==> config.mk <==
export PLATFORM = sky130hd
export DESIGN_NAME = obj_locator_flat
export DESIGN_NICKNAME = d
export VERILOG_FILES = /design/src/rtl/obj_locator_if.sv /design/src/rtl/obj_locator.sv /design/src/flat_wrapper.sv
export SDC_FILE = /design/constraint.sdc
export NUM_CORES = 1
export LEC_CHECK = 0
export BUFFER_PORTS_ARGS = -buffer_cell sky130_fd_sc_hd__buf_2
export CORE_MARGIN = 2
export CORE_UTILIZATION = 23
export CTS_CLUSTER_SIZE = 40
export DETAILED_ROUTE_END_ITERATION = 8
export SYNTH_ARGS = -nofsm -noshare
export SYNTH_HDL_FRONTEND = slang
export SYNTH_SLANG_ARGS = --single-unit
==> constraint.sdc <==
create_clock -name clk -period 2.5 [get_ports clk]
set_input_delay 0.25 -clock clk [delete_from_list [all_inputs] [get_ports clk]]
set_output_delay 0.25 -clock clk [all_outputs]
set_load 0.005 [all_outputs]
==> src/rtl/obj_locator_if.sv <==
// ----------------------------------------------------------------------------
// obj_locator_if
//   Bundles the pixel query, position-write and result signals of the object
//   locator.
//
//   modport master : drives pixels, frame pulses and position writes; observes
//                    results (the video pipeline / testbench side).
//   modport slave  : the locator itself.
//
//   Signals
//     pix_valid, pix_x, pix_y          pixel under test and its qualifier
//     frame_start                      one-cycle frame boundary pulse
//     pos_wr_en, pos_wr_idx,
//     pos_wr_x, pos_wr_y               shadow position write port
//     out_valid, hit, hit_idx,
//     obj_x, obj_y, hit_mask           per-pixel result (2-cycle latency)
//     collision, coll_mask             sticky per-frame overlap flags
//     frame_collision                  collision value at the last frame_start
// ----------------------------------------------------------------------------
interface obj_locator_if #(
    parameter int NUM_OBJ   = 4,
    parameter int SIZE_LOG2 = 5,
    parameter int COORD_W   = 10,
    parameter int IDX_W     = 2
);
    logic                 pix_valid;
    logic [COORD_W-1:0]   pix_x;
    logic [COORD_W-1:0]   pix_y;
    logic                 frame_start;
    logic                 pos_wr_en;
    logic [IDX_W-1:0]     pos_wr_idx;
    logic [COORD_W-1:0]   pos_wr_x;
    logic [COORD_W-1:0]   pos_wr_y;

    logic                 out_valid;
    logic                 hit;
    logic [IDX_W-1:0]     hit_idx;
    logic [SIZE_LOG2-1:0] obj_x;
    logic [SIZE_LOG2-1:0] obj_y;
    logic [NUM_OBJ-1:0]   hit_mask;
    logic                 collision;
    logic [NUM_OBJ-1:0]   coll_mask;
    logic                 frame_collision;

    modport master (
        output pix_valid, pix_x, pix_y, frame_start,
        output pos_wr_en, pos_wr_idx, pos_wr_x, pos_wr_y,
        input  out_valid, hit, hit_idx, obj_x, obj_y, hit_mask,
        input  collision, coll_mask, frame_collision
    );

    modport slave (
        input  pix_valid, pix_x, pix_y, frame_start,
        input  pos_wr_en, pos_wr_idx, pos_wr_x, pos_wr_y,
        output out_valid, hit, hit_idx, obj_x, obj_y, hit_mask,
        output collision, coll_mask, frame_collision
    );
endinterface

==> src/rtl/obj_locator.sv <==
// ----------------------------------------------------------------------------
// obj_locator
//   Tests each incoming screen pixel against NUM_OBJ square objects of edge
//   2^SIZE_LOG2 and reports which objects cover it, the lowest-index winner
//   and the pixel offset inside that winner. Object positions are double
//   buffered (shadow/active) so software can move objects mid-frame without
//   tearing; active positions change only at frame_start. Overlaps between
//   objects are accumulated per frame into sticky collision flags.
//
//   Ports
//     clk    single clock, rising edge
//     rst_n  asynchronous active-low reset
//     bus    obj_locator_if.slave (pixel in, position writes, results out)
//
//   Pipeline: stage 1 registers per-object cover bits and offsets, stage 2
//   registers the priority-selected result and collision state.
// ----------------------------------------------------------------------------
module obj_locator #(
    parameter int NUM_OBJ   = 4,
    parameter int SIZE_LOG2 = 5,
    parameter int COORD_W   = 10,
    parameter int IDX_W     = 2
) (
    input  logic         clk,
    input  logic         rst_n,
    obj_locator_if.slave bus
);

    // Object edge length in COORD_W+1 bits so pos + edge never wraps: an
    // object near the right/bottom screen edge must not reappear at 0.
    localparam logic [COORD_W:0] OBJ_EDGE = (COORD_W + 1)'(1) << SIZE_LOG2;

    typedef logic [NUM_OBJ-1:0][COORD_W-1:0]   pos_arr_t;
    typedef logic [NUM_OBJ-1:0][SIZE_LOG2-1:0] off_arr_t;

    // Position registers
    pos_arr_t shadow_x_q, shadow_x_d;
    pos_arr_t shadow_y_q, shadow_y_d;
    pos_arr_t active_x_q, active_x_d;
    pos_arr_t active_y_q, active_y_d;

    // Stage 1
    logic               s1_valid_q, s1_valid_d;
    logic [NUM_OBJ-1:0] s1_cover_q, s1_cover_d;
    off_arr_t           s1_off_x_q, s1_off_x_d;
    off_arr_t           s1_off_y_q, s1_off_y_d;

    // Stage 2 / outputs
    logic                 out_valid_q, out_valid_d;
    logic                 hit_q, hit_d;
    logic [IDX_W-1:0]     hit_idx_q, hit_idx_d;
    logic [SIZE_LOG2-1:0] obj_x_q, obj_x_d;
    logic [SIZE_LOG2-1:0] obj_y_q, obj_y_d;
    logic [NUM_OBJ-1:0]   hit_mask_q, hit_mask_d;
    logic                 collision_q, collision_d;
    logic [NUM_OBJ-1:0]   coll_mask_q, coll_mask_d;
    logic                 frame_coll_q, frame_coll_d;

    logic [NUM_OBJ-1:0]   valid_cover;
    logic                 overlap;

    // ------------------------------------------------------------------------
    // Shadow / active positions. The shadow next-state feeds the active copy
    // so a write coinciding with frame_start is visible in the same edge.
    // ------------------------------------------------------------------------
    always_comb begin
        // NOTE: every always_comb output gets a default first so no path
        // leaves it unassigned (which would infer a latch).
        shadow_x_d = shadow_x_q;
        shadow_y_d = shadow_y_q;
        if (bus.pos_wr_en && (int'(bus.pos_wr_idx) < NUM_OBJ)) begin
            shadow_x_d[bus.pos_wr_idx] = bus.pos_wr_x;
            shadow_y_d[bus.pos_wr_idx] = bus.pos_wr_y;
        end
        active_x_d = bus.frame_start ? shadow_x_d : active_x_q;
        active_y_d = bus.frame_start ? shadow_y_d : active_y_q;
    end

    // ------------------------------------------------------------------------
    // Stage 1: per-object cover test against the active positions held now.
    // Offsets are taken modulo the object size; they are only meaningful
    // where the cover bit is set.
    // ------------------------------------------------------------------------
    always_comb begin
        s1_valid_d = bus.pix_valid;
        s1_cover_d = '0;
        s1_off_x_d = '0;
        s1_off_y_d = '0;
        for (int i = 0; i < NUM_OBJ; i++) begin
            s1_cover_d[i] = (bus.pix_x >= active_x_q[i])
                         && ({1'b0, bus.pix_x} < ({1'b0, active_x_q[i]} + OBJ_EDGE))
                         && (bus.pix_y >= active_y_q[i])
                         && ({1'b0, bus.pix_y} < ({1'b0, active_y_q[i]} + OBJ_EDGE));
            s1_off_x_d[i] = SIZE_LOG2'(bus.pix_x - active_x_q[i]);
            s1_off_y_d[i] = SIZE_LOG2'(bus.pix_y - active_y_q[i]);
        end
    end

    // ------------------------------------------------------------------------
    // Stage 2: lowest-index priority select and per-frame collision tracking.
    // ------------------------------------------------------------------------
    always_comb begin
        valid_cover = s1_valid_q ? s1_cover_q : '0;
        out_valid_d = s1_valid_q;
        hit_d       = |valid_cover;
        hit_mask_d  = valid_cover;
        hit_idx_d   = '0;
        obj_x_d     = '0;
        obj_y_d     = '0;
        // Walk downwards so the lowest set index is the last one written.
        for (int i = NUM_OBJ - 1; i >= 0; i--) begin
            if (valid_cover[i]) begin
                hit_idx_d = IDX_W'(i);
                obj_x_d   = s1_off_x_q[i];
                obj_y_d   = s1_off_y_q[i];
            end
        end

        // Two or more bits set: clearing the lowest set bit leaves something.
        overlap = (valid_cover & (valid_cover - NUM_OBJ'(1))) != '0;

        if (bus.frame_start) begin
            frame_coll_d = collision_q | overlap;
            collision_d  = overlap;
            coll_mask_d  = overlap ? valid_cover : '0;
        end else begin
            frame_coll_d = frame_coll_q;
            collision_d  = collision_q | overlap;
            coll_mask_d  = coll_mask_q | (overlap ? valid_cover : '0);
        end
    end

    // ------------------------------------------------------------------------
    // State registers
    // ------------------------------------------------------------------------
    always_ff @(posedge clk or negedge rst_n) begin
        if (!rst_n) begin
            // NOTE: the position arrays are small register banks, not RAM, so
            // they take the async reset like any other flop.
            shadow_x_q   <= '0;
            shadow_y_q   <= '0;
            active_x_q   <= '0;
            active_y_q   <= '0;
            s1_valid_q   <= 1'b0;
            s1_cover_q   <= '0;
            s1_off_x_q   <= '0;
            s1_off_y_q   <= '0;
            out_valid_q  <= 1'b0;
            hit_q        <= 1'b0;
            hit_idx_q    <= '0;
            obj_x_q      <= '0;
            obj_y_q      <= '0;
            hit_mask_q   <= '0;
            collision_q  <= 1'b0;
            coll_mask_q  <= '0;
            frame_coll_q <= 1'b0;
        end else begin
            // NOTE: non-blocking assignments so every flop samples the values
            // from before this edge, independent of statement order.
            shadow_x_q   <= shadow_x_d;
            shadow_y_q   <= shadow_y_d;
            active_x_q   <= active_x_d;
            active_y_q   <= active_y_d;
            s1_valid_q   <= s1_valid_d;
            s1_cover_q   <= s1_cover_d;
            s1_off_x_q   <= s1_off_x_d;
            s1_off_y_q   <= s1_off_y_d;
            out_valid_q  <= out_valid_d;
            hit_q        <= hit_d;
            hit_idx_q    <= hit_idx_d;
            obj_x_q      <= obj_x_d;
            obj_y_q      <= obj_y_d;
            hit_mask_q   <= hit_mask_d;
            collision_q  <= collision_d;
            coll_mask_q  <= coll_mask_d;
            frame_coll_q <= frame_coll_d;
        end
    end

    assign bus.out_valid       = out_valid_q;
    assign bus.hit             = hit_q;
    assign bus.hit_idx         = hit_idx_q;
    assign bus.obj_x           = obj_x_q;
    assign bus.obj_y           = obj_y_q;
    assign bus.hit_mask        = hit_mask_q;
    assign bus.collision       = collision_q;
    assign bus.coll_mask       = coll_mask_q;
    assign bus.frame_collision = frame_coll_q;

endmodule

==> src/flat_wrapper.sv <==
// flat-port wrapper written by rule: the top's interface ports become plain ports
module obj_locator_flat 
#(
    parameter int NUM_OBJ   = 4,
    parameter int SIZE_LOG2 = 5,
    parameter int COORD_W   = 10,
    parameter int IDX_W     = 2
)
  (clk, rst_n, bus_pix_valid, bus_pix_x, bus_pix_y, bus_frame_start, bus_pos_wr_en, bus_pos_wr_idx, bus_pos_wr_x, bus_pos_wr_y, bus_out_valid, bus_hit, bus_hit_idx, bus_obj_x, bus_obj_y, bus_hit_mask, bus_collision, bus_coll_mask, bus_frame_collision);
  obj_locator_if #(.NUM_OBJ(NUM_OBJ), .SIZE_LOG2(SIZE_LOG2), .COORD_W(COORD_W), .IDX_W(IDX_W)) bus_i ();
  input  logic clk;
  input  logic rst_n;
  input wire logic [$bits(bus_i.pix_valid)-1:0] bus_pix_valid;
  input wire logic [$bits(bus_i.pix_x)-1:0] bus_pix_x;
  input wire logic [$bits(bus_i.pix_y)-1:0] bus_pix_y;
  input wire logic [$bits(bus_i.frame_start)-1:0] bus_frame_start;
  input wire logic [$bits(bus_i.pos_wr_en)-1:0] bus_pos_wr_en;
  input wire logic [$bits(bus_i.pos_wr_idx)-1:0] bus_pos_wr_idx;
  input wire logic [$bits(bus_i.pos_wr_x)-1:0] bus_pos_wr_x;
  input wire logic [$bits(bus_i.pos_wr_y)-1:0] bus_pos_wr_y;
  output wire logic [$bits(bus_i.out_valid)-1:0] bus_out_valid;
  output wire logic [$bits(bus_i.hit)-1:0] bus_hit;
  output wire logic [$bits(bus_i.hit_idx)-1:0] bus_hit_idx;
  output wire logic [$bits(bus_i.obj_x)-1:0] bus_obj_x;
  output wire logic [$bits(bus_i.obj_y)-1:0] bus_obj_y;
  output wire logic [$bits(bus_i.hit_mask)-1:0] bus_hit_mask;
  output wire logic [$bits(bus_i.collision)-1:0] bus_collision;
  output wire logic [$bits(bus_i.coll_mask)-1:0] bus_coll_mask;
  output wire logic [$bits(bus_i.frame_collision)-1:0] bus_frame_collision;
  assign bus_i.pix_valid = bus_pix_valid;
  assign bus_i.pix_x = bus_pix_x;
  assign bus_i.pix_y = bus_pix_y;
  assign bus_i.frame_start = bus_frame_start;
  assign bus_i.pos_wr_en = bus_pos_wr_en;
  assign bus_i.pos_wr_idx = bus_pos_wr_idx;
  assign bus_i.pos_wr_x = bus_pos_wr_x;
  assign bus_i.pos_wr_y = bus_pos_wr_y;
  assign bus_out_valid = bus_i.out_valid;
  assign bus_hit = bus_i.hit;
  assign bus_hit_idx = bus_i.hit_idx;
  assign bus_obj_x = bus_i.obj_x;
  assign bus_obj_y = bus_i.obj_y;
  assign bus_hit_mask = bus_i.hit_mask;
  assign bus_collision = bus_i.collision;
  assign bus_coll_mask = bus_i.coll_mask;
  assign bus_frame_collision = bus_i.frame_collision;
  obj_locator #(.NUM_OBJ(NUM_OBJ), .SIZE_LOG2(SIZE_LOG2), .COORD_W(COORD_W), .IDX_W(IDX_W)) u_core (.clk(clk), .rst_n(rst_n), .bus(bus_i));
endmodule
==> impl_metrics.sql <==
INSERT INTO impl_metrics (metric_group, metric, value, unit) VALUES
('final_layout', 'syn2layout_area_growth', '18.65', '%'),
('timing', 'tightestPinTransition', '0.8592', 'ns'),
('final_layout', 'nFillCells', '5365', ''),
('synth', 'synthesis.yosys.warnings', '0', ''),
('flow_run', 'maxCapViolCount', '0', ''),
('timing', 'final_min_period_over_clock_period', '92.17', '%'),
('clocking', 'cts_root_buf', 'sky130_fd_sc_hd__clkbuf_16', ''),
('final_layout', 'final_design_area_no_fill', '14240', 'sq um'),
('timing', 'max_freq', '434.0', 'MHz'),
('synth', 'synth_fp_nets', '1303', ''),
('critical_path', 'max_stage_delay', '0.55', 'ns'),
('synth', 'synth_seq_cells', '229', ''),
('die', 'design.core.area', '51410', 'sq um'),
('die', 'initial_core_util', '23.35', '%'),
('grt', 'final_global_route_overflow_total', '0', ''),
('final_layout', 'post_layout_utilization_of_the_core', '27.71', '%'),
('grt', 'grt_start_max_net_pins', '91', ''),
('pwr', 'vdd.ir_drop.worst', '0.0003565', 'V'),
('critical_path', 'timing.critical_path.arrival', '2.74', 'ns'),
('timing', 'final.setup_skew', '0.007047', 'ns'),
('critical_path', 'cp.buffers_inverters', '1', ''),
('clocking', 'htree_levels', '1', ''),
('clocking', 'worstSkewPairLatency', '0.52', 'ns'),
('grt', 'antenna_found_initial', '6', ''),
('route', 'per_cell_via_count_in_the_routed_design', '4.382', ''),
('clocking', 'clock-sinks', '229', ''),
('pwr', 'pwr_density_cell', '817.4', 'nW/um^2'),
('pwr', 'static-leakage-power', '6.559', 'nW'),
('synth', 'postSynthAreaPerCell', '10.72', 'sq um'),
('timing', 'totalNegativeSetupSlack', '0', 'ns'),
('final_layout', 'drive_above_1_share', '19.27', '%'),
('final_layout', 'leading_cell_types_in_the_layout_fill_and_taps_excluded', 'sky130_fd_sc_hd__dfrtp_1 (229), sky130_fd_sc_hd__ha_1 (128), sky130_fd_sc_hd__o21ai_0 (116)', ''),
('timing', 'relative_max_transition_margin', '42.60', '%'),
('critical_path', 'critical_path_class', 'register to register', ''),
('route', 'detailroute.via_count', '8374', ''),
('status', 'outcome', 'finished clean', ''),
('critical_path', 'timing.critical_path.to_type', 'register', ''),
('critical_path', 'crit_path_cell_trace', 'inv_1 > ha_1 > nor2b_1 > o21a_1 > o21ai_0 > a211oi_1 > or4_1 > nor4b_2', ''),
('critical_path', 'setup.worst_path.start_class', 'register', ''),
('timing', 'setup_violations', '0', ''),
('place', 'place_worst_setup_slack', '-0.4286', 'ns'),
('timing', 'report.final.slew_viol_count', '0', ''),
('die', 'ios', '71', ''),
('route', 'final_routed_wire_length_divided_by_cell_count', '15.79', 'microns'),
('grt', 'first_global_vias', '8752', ''),
('critical_path', 'timing.critical_path.slowest_stage_cell', 'sky130_fd_sc_hd__or4_1', ''),
('timing', 'hold_viol_final', '0', ''),
('route', 'drc', '0', ''),
('final_layout', 'multi_input_area', '5739', 'sq um'),
('critical_path', 'critical_path_required', '2.93', 'ns'),
('clocking', 'cts_tree', 'done', ''),
('die', 'fp.dieArea', '54040', 'sq um'),
('synth', 'synth.distinct_cells', '57', ''),
('clocking', 'clkTransAtPathRegs', '0.06', 'ns'),
('min_path', 'hold_wc_path_type', 'primary input to register', ''),
('grt', 'first_pass_grt_wire_length', '48.08', 'mm'),
('pwr', 'report.power.total', '0.01164', 'W'),
('synth', 'ys.flop_type', 'sky130_fd_sc_hd__dfrtp_1', ''),
('clocking', 'clockBufferDepth', '3', ''),
('timing', 'final_critical_path_setup_slack', '0.1958', 'ns'),
('grt', 'gr-usage-all-layers', '11.24', '%'),
('place', 'dp_hpwl', '22.66', 'mm'),
('final_layout', 'final-seq-area', '5731', 'sq um'),
('die', 'die_h', '232.5', 'microns'),
('synth', 'syn_inst', '1120', ''),
('timing', 'setup_repair_after_global_routing_missed_its_margin', 'no', ''),
('final_layout', 'finalNetCount', '1395', ''),
('route', 'starting_drt_drc_count', '447', ''),
('final_layout', 'final_common_cell', 'sky130_fd_sc_hd__dfrtp_1', ''),
('critical_path', 'critical_path_peak_fanout', '2', ''),
('die', 'placement_rows', '83', '');
[flip-flops by register name (all words and copies together), names as in the netlist]
signal,flops
u_core.active_y_q,40
u_core.shadow_y_q,40
u_core.bus.out_valid,1
u_core.s1_cover_q,4
u_core.active_x_q,40
u_core.bus.hit,1
u_core.bus.frame_collision,1
u_core.bus.obj_x,5
u_core.bus.collision,1
u_core.bus.hit_mask,4
u_core.s1_off_x_q,20
u_core.bus.obj_y,5
u_core.out_valid_d,1
u_core.shadow_x_q,40
u_core.bus.coll_mask,4
u_core.s1_off_y_q,20
u_core.bus.hit_idx,2
[cell families after synthesis]
logic type	after synthesis	share of synthesized area, %
flip-flops	229	47.74
multiplexers	88	8.255
AO/OA/AOI/OAI	248	12.51
adder cells (fa/ha/maj)	137	14.76
XOR/XNOR	42	3.064
AND/OR/NAND/NOR	231	9.120
buffers and inverters	145	4.555
[cell type report]
cell class / instances / area share [%]
inverter: 113 / 2.978
multi-input combinational: 746 / 40.30
tap: 680 / 5.974
sequential: 229 / 40.24
clock inverter: 7 / 0.4656
clock buffer: 39 / 5.693
antenna: 1 / 0.01757
timing repair buffer: 96 / 4.340
[power breakdown]
group	leakage (nW)	switching, W	internal (W)	total, W
Sequential	2.79	0.000319	0.00448	0.00480
Clock	0.435	0.00149	0.00233	0.00382
Combinational	3.34	0.00171	0.00132	0.00302
Total	6.56	0.00351	0.00813	0.0116
[per-stage QoR]
step                cells  hold WS [ns]
CTS                  1910      0.004968
global route         1911       0.01763
finish               1911       0.02662
floorplan            1120      -0.04559
global placement     1860        0.3153
detailed placement   1860        0.3211
[what timing repair did]
item | CTS | global route
hold buffers | 4 | 0
resized for setup | 2 | 1
setup endpoints to repair | 1 | 1
endpoints found under the hold margin | 87 | 0
[synthesized netlist by cell type (8+ instances only)]
cell | instances | share of area (%)
sky130_fd_sc_hd__fa_1 | 8 | 1.3
sky130_fd_sc_hd__dfrtp_1 | 229 | 48
sky130_fd_sc_hd__a211oi_1 | 9 | 0.56
sky130_fd_sc_hd__nand3_1 | 22 | 0.92
sky130_fd_sc_hd__a21o_1 | 17 | 1.1
sky130_fd_sc_hd__inv_1 | 111 | 3.5
sky130_fd_sc_hd__nor2_1 | 48 | 1.5
sky130_fd_sc_hd__mux2_2 | 88 | 8.3
sky130_fd_sc_hd__ha_1 | 128 | 13
sky130_fd_sc_hd__xor2_1 | 8 | 0.58
sky130_fd_sc_hd__a22oi_1 | 10 | 0.63
sky130_fd_sc_hd__nor3_1 | 11 | 0.46
sky130_fd_sc_hd__and2_1 | 11 | 0.57
sky130_fd_sc_hd__a21oi_1 | 45 | 1.9
sky130_fd_sc_hd__xnor2_1 | 34 | 2.5
sky130_fd_sc_hd__clkbuf_1 | 29 | 0.91
sky130_fd_sc_hd__o21ai_0 | 116 | 4.8
sky130_fd_sc_hd__nor2b_1 | 14 | 0.73
sky130_fd_sc_hd__nand2_1 | 96 | 3.0
[layer usage]
metal	vias up	track usage [%]	share of wire (%)	routed length (microns)
met5	-	0	0.23	69
met4	10	2.448	1.6	491
met3	44	1.985	4.1	1247
met2	130	18.48	46	13920
met1	4131	15.40	48	14440
li1	4059	-	-	-
[worst paths after layout]
path / from / end / slack [ns] / depth (start not counted)
hold reg to reg: u_core.shadow_y_q[13] / u_core.shadow_y_q[13] / 0.49 / 1
hold / removal: bus_pos_wr_y[3] / u_core.shadow_y_q[13] / 0.03 / 2
setup reg to reg: u_core.active_y_q[31] / u_core.s1_cover_q[3] / 0.20 / 8
max in group asynchronous: rst_n / u_core.shadow_y_q[11] / 1.41 / 3
setup / recovery: u_core.active_y_q[31] / u_core.s1_cover_q[3] / 0.20 / 8
min in group asynchronous: rst_n / u_core.bus.obj_y[2] / 0.31 / 2
No activity file was read; power rests on OpenSTA's default activity.
